**config.mk**
```make
export PLATFORM = sky130hd
export DESIGN_NAME = sync_debouncer
export DESIGN_NICKNAME = d
export VERILOG_FILES = /design/src/rtl/sync_debouncer.sv
export SDC_FILE = /design/constraint.sdc
export NUM_CORES = 1
export LEC_CHECK = 0
export CAP_MARGIN = 10
export CORE_MARGIN = 4
export CORE_UTILIZATION = 25
export DETAILED_ROUTE_END_ITERATION = 16
export GPL_TIMING_DRIVEN = 0
export PLACE_DENSITY = 0.51
export REMOVE_ABC_BUFFERS = 1
export SLEW_MARGIN = 20
export SYNTH_ARGS = -nofsm -noshare
export SYNTH_HDL_FRONTEND = slang
export SYNTH_SLANG_ARGS = --single-unit
```
**constraint.sdc**
```tcl
create_clock -name clk -period 2.25 [get_ports clk]
set_input_delay 0.225 -clock clk [delete_from_list [all_inputs] [get_ports clk]]
set_output_delay 0.225 -clock clk [all_outputs]
set_load 0.01 [all_outputs]
```
**src/rtl/sync_debouncer.sv**
```systemverilog
`default_nettype none
// ============================================================================
// Module   : sync_debouncer
// Brief    : Synchronizes a raw asynchronous input and debounces it into a
//            clean registered level, counting aborted transitions.
// Revision : 1.0 - initial release
// ============================================================================
module sync_debouncer #(
  parameter int SYNC_STAGES     = 2,
  parameter int DEBOUNCE_CYCLES = 1000,
  parameter int GLITCH_W        = 8
) (
  input  logic                clk,
  input  logic                rst_n,
  input  logic                sig_in,
  input  logic                glitch_clr,
  output logic                db_out,
  output logic                busy,
  output logic [GLITCH_W-1:0] glitch_cnt
);

  localparam int                 C_CNT_W    = $clog2(DEBOUNCE_CYCLES + 1);
  localparam logic [C_CNT_W-1:0] C_CNT_LAST = C_CNT_W'(DEBOUNCE_CYCLES);
  localparam logic [C_CNT_W-1:0] C_CNT_ONE  = C_CNT_W'(1);

  typedef enum logic [0:0] {
    ST_STABLE  = 1'b0,
    ST_QUALIFY = 1'b1
  } state_t;

  state_t               r_state;
  logic [C_CNT_W-1:0]   r_cnt;
  logic [SYNC_STAGES-1:0] r_sync;

  logic                 w_s;
  logic [C_CNT_W-1:0]   w_cnt_inc;
  logic                 w_abort;
  logic                 w_glitch_sat;

  // Plain flop chain: nothing may sit between stages or metastability settling time is lost.
  always_ff @(posedge clk or negedge rst_n) begin
    if (!rst_n) begin
      r_sync <= '0;
    end else begin
      r_sync <= {r_sync[SYNC_STAGES-2:0], sig_in};
    end
  end

  assign w_s          = r_sync[SYNC_STAGES-1];
  assign w_cnt_inc    = r_cnt + 1'b1;
  assign w_abort      = (r_state == ST_QUALIFY) && (w_s == db_out);
  assign w_glitch_sat = &glitch_cnt;

  always_ff @(posedge clk or negedge rst_n) begin
    if (!rst_n) begin
      r_state    <= ST_STABLE;
      r_cnt      <= '0;
      db_out     <= 1'b0;
      busy       <= 1'b0;
      glitch_cnt <= '0;
    end else begin
      // Clear has priority over a coincident abort.
      if (glitch_clr) begin
        glitch_cnt <= '0;
      end else if (w_abort && !w_glitch_sat) begin
        glitch_cnt <= glitch_cnt + 1'b1;
      end

      case (r_state)
        ST_STABLE: begin
          if (w_s != db_out) begin
            if (DEBOUNCE_CYCLES == 1) begin
              db_out <= w_s;
            end else begin
              r_state <= ST_QUALIFY;
              r_cnt   <= C_CNT_ONE;
              busy    <= 1'b1;
            end
          end
        end
        ST_QUALIFY: begin
          if (w_s == db_out) begin
            r_state <= ST_STABLE;
            r_cnt   <= '0;
            busy    <= 1'b0;
          end else if (w_cnt_inc == C_CNT_LAST) begin
            db_out  <= ~db_out;
            r_state <= ST_STABLE;
            r_cnt   <= '0;
            busy    <= 1'b0;
          end else begin
            r_cnt <= w_cnt_inc;
          end
        end
        default: begin
          r_state <= ST_STABLE;
          r_cnt   <= '0;
          busy    <= 1'b0;
        end
      endcase
    end
  end

endmodule
`default_nettype wire

```
# Word level (Yosys, flattened, before mapping)
# Cells that the tools add are included.
[word_totals]
regBits = 23
word_cells = 37
output_inout_bits = 10
[classes]
n_mux = 14
n_eq_ne = 5
n_addsub = 2
n_bitwise = 3
reduce_logical = 7
[op_table]
columns = ["op", "count"]
rows = [
  ["10-bit 2-to-1 mux", 3],
  ["10-bit case mux with 2 select lines", 1],
  ["8-bit 2-to-1 mux", 2],
  ["10-bit by 1-bit adder with 10-bit output (second input constant)", 1],
  ["10-bit equality test (second input constant)", 1],
  ["8-bit by 1-bit adder with 8-bit output (second input constant)", 1],
  ["8-bit AND reduction", 1],
  ["1-bit 2-to-1 mux", 6],
  ["1-bit case mux with 2 select lines", 2],
  ["3-bit by 1-bit != test with 1-bit output (second input constant)", 1],
  ["1-bit inverter", 3],
  ["3-bit AND reduction", 1],
  ["1-bit logical AND", 2],
  ["2-bit != test (second input constant)", 1],
  ["2-bit AND reduction", 1],
  ["2-bit nonzero test", 1],
  ["1-bit equality test", 1],
  ["1-bit zero test", 1],
  ["1-bit != test", 1],
]

# Longest topological paths before layout
# Gate-level depths: netlist of the first run.
[depth]
ltp_word = 5
depth_mapped = 8
depth_no_buf = 6

# Worst setup path before layout of the first run
# No wires, ideal clock.
[synth_timing]
kind = "register -> register"
start = "reg r_cnt[0]"
end = "reg r_cnt[3]"
setup_ns = 0.080
t_required_ns = 2.170
stages_incl_launch_ff = 8
arrival_time_ns = 1.725
path_slack_ns = 0.445
path_cell_list = "dfrtp_1 > ha_1 > nand4_1 > xnor2_1 > and4_1 > buf_6 > or4_1 > o211ai_2"
[synth_via]
elab_chain_len = 5
[synth_rtl]
columns = ["element", "line", "text"]
rows = [
  ["start, declared", "32", "logic [C_CNT_W-1:0] r_cnt;"],
  ["start signal, assigned", "92", "r_cnt <= w_cnt_inc;"],
  ["10-bit by 1-bit adder with 10-bit output (*)", "50", "assign w_cnt_inc = r_cnt + 1'b1;"],
  ["10-bit equality test", "86", "end else if (w_cnt_inc == C_CNT_LAST) begin"],
  ["10-bit 2-to-1 mux (*)", "86", ""],
  ["10-bit 2-to-1 mux (*)", "82", "if (w_s == db_out) begin"],
  ["10-bit case mux with 2 select lines (*)", "69", "case (r_state)"],
]
# Mark *: on every way between the ends. The rest lies on a longest branch, timed or not.
# A chain may end at the register's enable or synchronous reset.

# Final worst setup path of the first run
[layout_timing]
start = "reg r_cnt[0]"
end = "reg db_out"
[layout_via]
elab_chain_len = 3
[layout_rtl]
columns = ["element", "line", "text"]
rows = [
  ["10-bit by 1-bit adder with 10-bit output", "50", ""],
  ["10-bit equality test", "86", ""],
  ["3-bit AND reduction (no source line)", "--", ""],
  ["end signal, assigned", "73", "db_out <= w_s;"],
  ["end signal, assigned", "87", "db_out <= ~db_out;"],
  ["end, declared", "17", "output logic db_out,"],
]
# No other way between the ends.

==> summary.txt, run 1 <==
Synth
  – Sequential area share after synthesis: 0.480
  – Synth async-reset ratio: 1.00
  – Ys flop type: dfrtp_1
  – Yosys reg bits: 23
  – Distinct cells, synth: 35
  – Synth Cell Area: between 0.001 and 0.0015 mm^2
  – EDFF count, synth: 0
  – Synth top area cells: dfrtp_1 48%, xnor2_1 5.8%, nand2_1 5.3%
  – Gate Count Post-Synth: 125
  – Avg Synthesized Cell Area: around 9.6 um^2
  – Top-area cell type share of the netlist area: 0.480
  – Synth area leader: dfrtp_1
  – Ys Warns: 0

Setup path
  – CP Data Required Time: 2.41 ns
  – Crit-path cells: ha_1 -> nand4_1 -> xnor2_1 -> and4_2 -> and2_2 -> mux2_2
  – Crit Path Class: flop to flop
  – CP Depth: 6
  – CP startpoint kind: flop
  – Reg2reg path depth: 6
  – R2r setup slk: roughly 0.21 ns
  – CP arrival: between 2 and 2.5 ns
  – CP max stage cell: dfrtp_1
  – Worst R2R Start: r_cnt[0]$_DFFE_PN0P_
  – Crit path max-delay family: simple AND/OR/NAND/NOR gates
  – Setup crit end: db_out$_DFFE_PN0P_
  – Slowest cell delay on critical path: ~0.42 ns
  – Critical Path Source: r_cnt[0]$_DFFE_PN0P_
  – WP buf/inv: 0
  – Crit path max fanout: 10
  – Critical Path End Type: flop
  – Worst r2r dst: db_out$_DFFE_PN0P_

Die
  – Num ports: 14
  – Die Footprint: a little under 0.006 mm^2
  – Core box area: 0.00450 mm^2
  – Die width: 77.2 um
  – DIE HEIGHT: just under 80 um
  – Row Count: 24
  – Initial core utilization: 0.266

Global route
  – Largest net degree at the start of global routing: 24
  – Number of global-route vias before repair: a little under 1,000
  – Wire length of the first global-routing pass: 4500 um
  – Initial antenna violation count: 0
  – All-Layer GR Usage: 0.0907
  – Grt ovf: 0

Clocking
  – Worst skew pair latency: 0.27 ns
  – Reg clk slew, reported paths: roughly 0.080 ns
  – Clock buffer depth: 2
  – CTS Buf Count: 3
  – CTS tree: done
  – Root buffer cell: clkbuf_8
  – CTS sink cnt: 23
  – H-tree depth: 1

Timing
  – Worst Max-Slew Pin Slew: around 0.68 ns
  – RSZ-0062 raised after global routing: false
  – Setup_tns: 0 ns
  – Max Clock Freq: between 400 and 500 MHz
  – Relative slew slack: 0.548
  – Clock skew: approximately 0.0064 ns
  – Post-layout min period: ~2.0 ns
  – Hold Slack: between 0.3 and 0.4 ns
  – Final clock period utilization by the worst path: 0.907
  – Setup-failing EPs final: 0
  – Final Hold Viols: 0
  – Max Transition Viols Final: 0

Pwr
  – Sequential Power Share: 0.565
  – P_leak: between 0.5 and 0.6 nW
  – Comb pwr share: 0.089
  – Net Switching: 200 uW
  – Power Total: between 700 and 800 uW
  – Int Power: a little under 600 uW
  – Worst VDD drop: around 0.34 mV
  – Clk pwr share: 0.346
  – Sw frac: 0.257
  – Pwr dens: roughly 550 mW/mm^2

Job
  – Max Cap Violations: 0

Layout
  – Flip-flop and latch area: between 500 and 600 um^2
  – ANT cells: 0
  – Fin nets: around 150
  – Area growth syn-to-layout: 18.4%
  – Fill cell count: 481
  – Final core utilization: 0.315
  – Layout Cells excl Fill: 191
  – Footprint of the multi-input gates: roughly 580 um^2
  – Share of layout cells above drive strength 1: 0.101

Placement
  – Placer Congestion: between 0.7 and 0.8
  – Port-buffer cells: 13
  – DP Wirelength: between 1500 and 2000 um
  – Dpl cells: approximately 190

Detailed routing
  – Post-route DRC: 0
  – Routed len/inst: around 13 um
  – First drt pass iteration count: 4
  – Post-Route WL: between 2000 and 2500 um
  – Initial drt markers: 99
  – DRT antenna net count: 0
  – Vias per std cell: around 5
  – Via Count: around 940

Run status
  – Status: completed

Worst hold path
  – Worst hold path class: flop to flop
how the worst min path moves through the flow:
stage / start / end / slack [ns] / cells past startpoint
floorplan: rst_n / busy$_DFFE_PN0P_ / -0.07 / 0
global placement: r_sync[0]$_DFF_PN0_ / r_sync[1]$_DFF_PN0_ / 0.34 / 0
detailed placement: r_sync[0]$_DFF_PN0_ / r_sync[1]$_DFF_PN0_ / 0.34 / 0
CTS: r_sync[0]$_DFF_PN0_ / r_sync[1]$_DFF_PN0_ / 0.37 / 0
global route: r_sync[0]$_DFF_PN0_ / r_sync[1]$_DFF_PN0_ / 0.37 / 0
finish: r_sync[0]$_DFF_PN0_ / r_sync[1]$_DFF_PN0_ / 0.36 / 0
cell usage after synthesis (all sizes together), types with 3 or more instances:
cell,number
dfrtp,23
inv,5
buf,3
nor3,3
o21ai,5
nand3,7
xnor2,8
o211ai,3
nor2,17
nand2,17
and2,3
or4,3
area by class of cell:
| type | count | area share |
|---|---|---|
| well taps | 52 | 0.0459 |
| repair buffers | 14 | 0.0952 |
| clock inverters | 1 | 0.00529 |
| flip-flops and latches | 23 | 0.406 |
| multi-input cells | 93 | 0.406 |
| clock buffers | 3 | 0.0291 |
| inverters | 5 | 0.0132 |
repair_timing:
item | 4_1_cts | 5_1_grt
buffers inserted | 0 | 0
hold endpoints to repair | 0 | 23
hold buffers | 0 | 1
resized for setup | 0 | 1
setup endpoints to repair | 0 | 6
metrics by stage:
| step | worst slack [ns] | instance area [um^2] |
|---|---|---|
| 3_5_place_dp | 0.192 | 1360 |
| 6_report | 0.210 | 1420 |
| 4_1_cts | 0.128 | 1410 |
| 3_3_place_gp | 0.223 | 1360 |
| 5_1_grt | 0.0232 | 1420 |
| 2_1_floorplan | 0.446 | 1170 |
state kept, by name (all words and copies together), names as in the netlist:
| register | cells |
|---|---|
| busy | 1 |
| db_out | 1 |
| glitch_cnt | 8 |
| r_cnt | 10 |
| r_state | 1 |
| r_sync | 2 |
power groups by stage:
| stage | Clock, mW | Sequential [mW] | Combinational (mW) |
|---|---|---|---|
| 2_1_floorplan | 0 | 0.448 | 0.0351 |
| 3_3_place_gp | 0 | 0.448 | 0.0684 |
| 3_5_place_dp | 0 | 0.449 | 0.0702 |
| 4_1_cts | 0.279 | 0.441 | 0.0709 |
| 5_1_grt | 0.302 | 0.443 | 0.0793 |
| 6_report | 0.270 | 0.441 | 0.0697 |
kinds of logic after synthesis:
kind of cell / synth area share
adder cells (fa/ha/maj): 0.0209
multiplexers: 0.0177
buffers and inverters: 0.0407
AO/OA/AOI/OAI: 0.121
AND/OR/NAND/NOR: 0.246
flip-flops: 0.480
XOR/XNOR: 0.0731
cells in the final DEF, fill, tap and decap left out, types with 2 or more instances in the layout:
cell type and n:
xor2_1 2, xnor2_1 8, or3_1 2, o21ai_0 4
and2_2 2, or4_1 3, clkbuf_8 3, nand2_1 17
ha_1 2, o2bb2ai_1 2, nor4_1 2, nor2_1 17
nor3_1 3, nand4_1 2, inv_1 5, nand3_1 7
o31ai_1 2, dfrtp_1 23, o22ai_1 2, clkdlybuf4s50_1 12
o211ai_2 3
routing by layer:
metal | wire [um] | GRT usage | up-vias
li1 | - | - | 463
met1 | 1140 | 0.120 | 454
met2 | 1130 | 0.148 | 27
met3 | 166 | 0.0340 | 0
met4 | 0 | 0.00534 | 0
met5 | 0 | 0 | -
(Power assumes the default switching activity.)
==> run 2, diff against run 1 <==
==> constraint.sdc (replaced) <==
create_clock -name clk -period 2.25 [get_ports clk]
set_input_delay 0.3375 -clock clk [delete_from_list [all_inputs] [get_ports clk]]
set_output_delay 0.3375 -clock clk [all_outputs]
set_load 0.01 [all_outputs]
==> summary.txt, run 2 (synthesized netlist as in run 1, its figures left out) <==
Run status
  – Status: completed

Layout
  – Fin nets: approximately 150
  – Final core utilization: 0.313
  – Commonest cells after routing, fill and taps aside: 23 x dfrtp_1, 17 x nand2_1, 17 x nor2_1
  – ANT cells: 0
  – Area growth syn-to-layout: 17.5%
  – Commonest non-fill, non-tap cell in the layout: dfrtp_1
  – Fill cell count: 482
  – Share of layout cells above drive strength 1: 0.101
  – Top flop regs: r_cnt x10, glitch_cnt x8, r_sync x2
  – Largest register FFs: 10
  – Biggest register: r_cnt

Timing
  – Setup_tns: 0 ns
  – Final clock period utilization by the worst path: 0.902
  – Max Clock Freq: about 500 MHz
  – Post-layout min period: about 2 ns
  – Clock skew: approximately 0.0032 ns
  – RSZ-0062 raised after global routing: false
  – Worst Max-Slew Pin Slew: 0.678 ns
  – Post-route setup slack: 0.220 ns
  – Max Transition Viols Final: 0
  – Relative slew slack: 0.548
  – Setup-failing EPs final: 0
  – Final Hold Viols: 0

Pwr
  – Pwr dens: approximately 550 mW/mm^2
  – P_leak: between 0.5 and 0.6 nW
  – Power Total: between 700 and 800 uW
  – Worst VDD drop: approximately 0.34 mV

Setup path
  – Worst R2R Start: r_cnt[0]$_DFFE_PN0P_
  – WP buf/inv: 0
  – CP startpoint kind: flop
  – Crit Path Class: flop to flop
  – CP arrival: 2.19 ns
  – Crit path max-delay family: simple AND/OR/NAND/NOR gates
  – Reg2reg path depth: 6
  – CP Data Required Time: between 2 and 2.5 ns
  – Slowest cell delay on critical path: 0.42 ns
  – R2r setup slk: 0.22 ns
  – Crit-path cells: ha_1 -> nand4_1 -> xnor2_1 -> and4_2 -> and2_2 -> mux2_2
  – Crit path max fanout: 10
  – Critical Path Source: r_cnt[0]$_DFFE_PN0P_
  – Worst r2r dst: db_out$_DFFE_PN0P_
  – CP max stage cell: dfrtp_1
  – Critical Path End Type: flop

Clocking
  – Setup Buffers After CTS: 0
  – CTS Hold Buffers Added: 0
  – Root buffer cell: clkbuf_8
  – H-tree depth: 1
  – Clock buffer depth: 2
  – Worst skew pair latency: approximately 0.27 ns
  – CTS tree: done
  – Reg clk slew, reported paths: around 0.090 ns
  – CTS Buf Count: 3
  – CTS sink cnt: 23

Placement
  – DP Wirelength: around 1700 um
  – Port-buffer cells: 13
  – Placer Congestion: about 0.8
  – Dpl ws: 0.192 ns

Detailed routing
  – Initial drt markers: between 100 and 150
  – First drt pass iteration count: 4
  – DRT antenna net count: 0
  – Post-Route WL: approximately 2400 um
  – Vias per std cell: just under 5
  – Routed len/inst: 12.7 um
  – Via Count: 938
  – Post-route DRC: 0

Global route
  – Met3 GRT Util: 0.0340
  – All-Layer GR Usage: 0.0907
  – Met2 Resource Use GR: 0.148
  – Top Usage Layer GRT: met2
  – Largest net degree at the start of global routing: 24
  – Number of global-route vias before repair: between 900 and 1,000
  – GR Util met1: 0.120
  – Wire length of the first global-routing pass: around 4500 um
  – Initial antenna violation count: 0
  – Grt ovf: 0

Job
  – Max Cap Violations: 0

Die
  – Die Footprint: ~0.006 mm^2
  – Die width: 77.2 um
  – Core box area: 0.00450 mm^2
  – DIE HEIGHT: around 77 um
  – Initial core utilization: 0.266
  – Row Count: 24
  – Num ports: 14

Worst hold path
  – Worst hold path class: input pin to async pin
==> run 2: cell count changes in the layout (fill, tap and decap cells not counted) <==
cell,previous run,this run
dlygate4sd3_1,1,0
==> run 2: what timing repair did <==
action | in CTS | in global routing
gates resized for setup | 0 | 1
endpoints found under the hold margin | 0 | 0
endpoints found under the setup margin | 0 | 6
==> run 2: worst max-delay path by stage <==
stage,depth (start not counted),slack [ns],endpoint
floorplan,6,0.45,db_out$_DFFE_PN0P_
global placement,6,0.22,db_out$_DFFE_PN0P_
detailed placement,6,0.19,db_out$_DFFE_PN0P_
CTS,6,0.13,db_out$_DFFE_PN0P_
global route,6,0.02,r_cnt[9]$_DFFE_PN0P_
finish,6,0.22,db_out$_DFFE_PN0P_
==> run 2: layer usage <==
metal / vias to the layer above / share of wire
li1: 460 / -
met1: 454 / 0.47
met2: 24 / 0.46
met3: 0 / 0.066
met4: 0 / 0
met5: - / 0
==> run 2: worst reg2reg max path: cells and delay by family, from the launching register on <==
kind,cells,cell delay [ns]
xor+xnor,1,0.18
flops,1,0.42
fa+ha+maj,1,0.27
mux,1,0.34
simple gates,3,0.71
==> run 2: stage by stage <==
stage                     std cells  hold slack (ns)  area (um^2)
final                           190           0.0353         1410
after global routing            190           0.0828         1410
after CTS                       190            0.366         1410
after detailed placement        186            0.345         1360
after global placement          186            0.336         1360
after floorplan                 121           0.0419         1170
==> run 2: area by class of cell <==
type	count	area, um^2	area share
clock inverter	1	7.51	0.00533
clock buffer	3	41.3	0.0293
tap	52	65.1	0.0462
sequential	23	576	0.409
inverter	5	18.8	0.0133
timing repair buffer	13	125	0.0888
multi-input combinational	93	576	0.409
==> run 2: power breakdown <==
part	internal, mW	switching [mW]	total [mW]
clock network	0.125	0.141	0.267
registers	0.426	0.0149	0.441
logic	0.0278	0.0406	0.0683
total	0.579	0.197	0.776
==> run 3, diff against run 2 <==
Settings changed: GPL_ROUTABILITY_DRIVEN set to 0.
==> results of run 3 <==
Same layout as run 2: the final DEF is identical, and so are final timing and power.
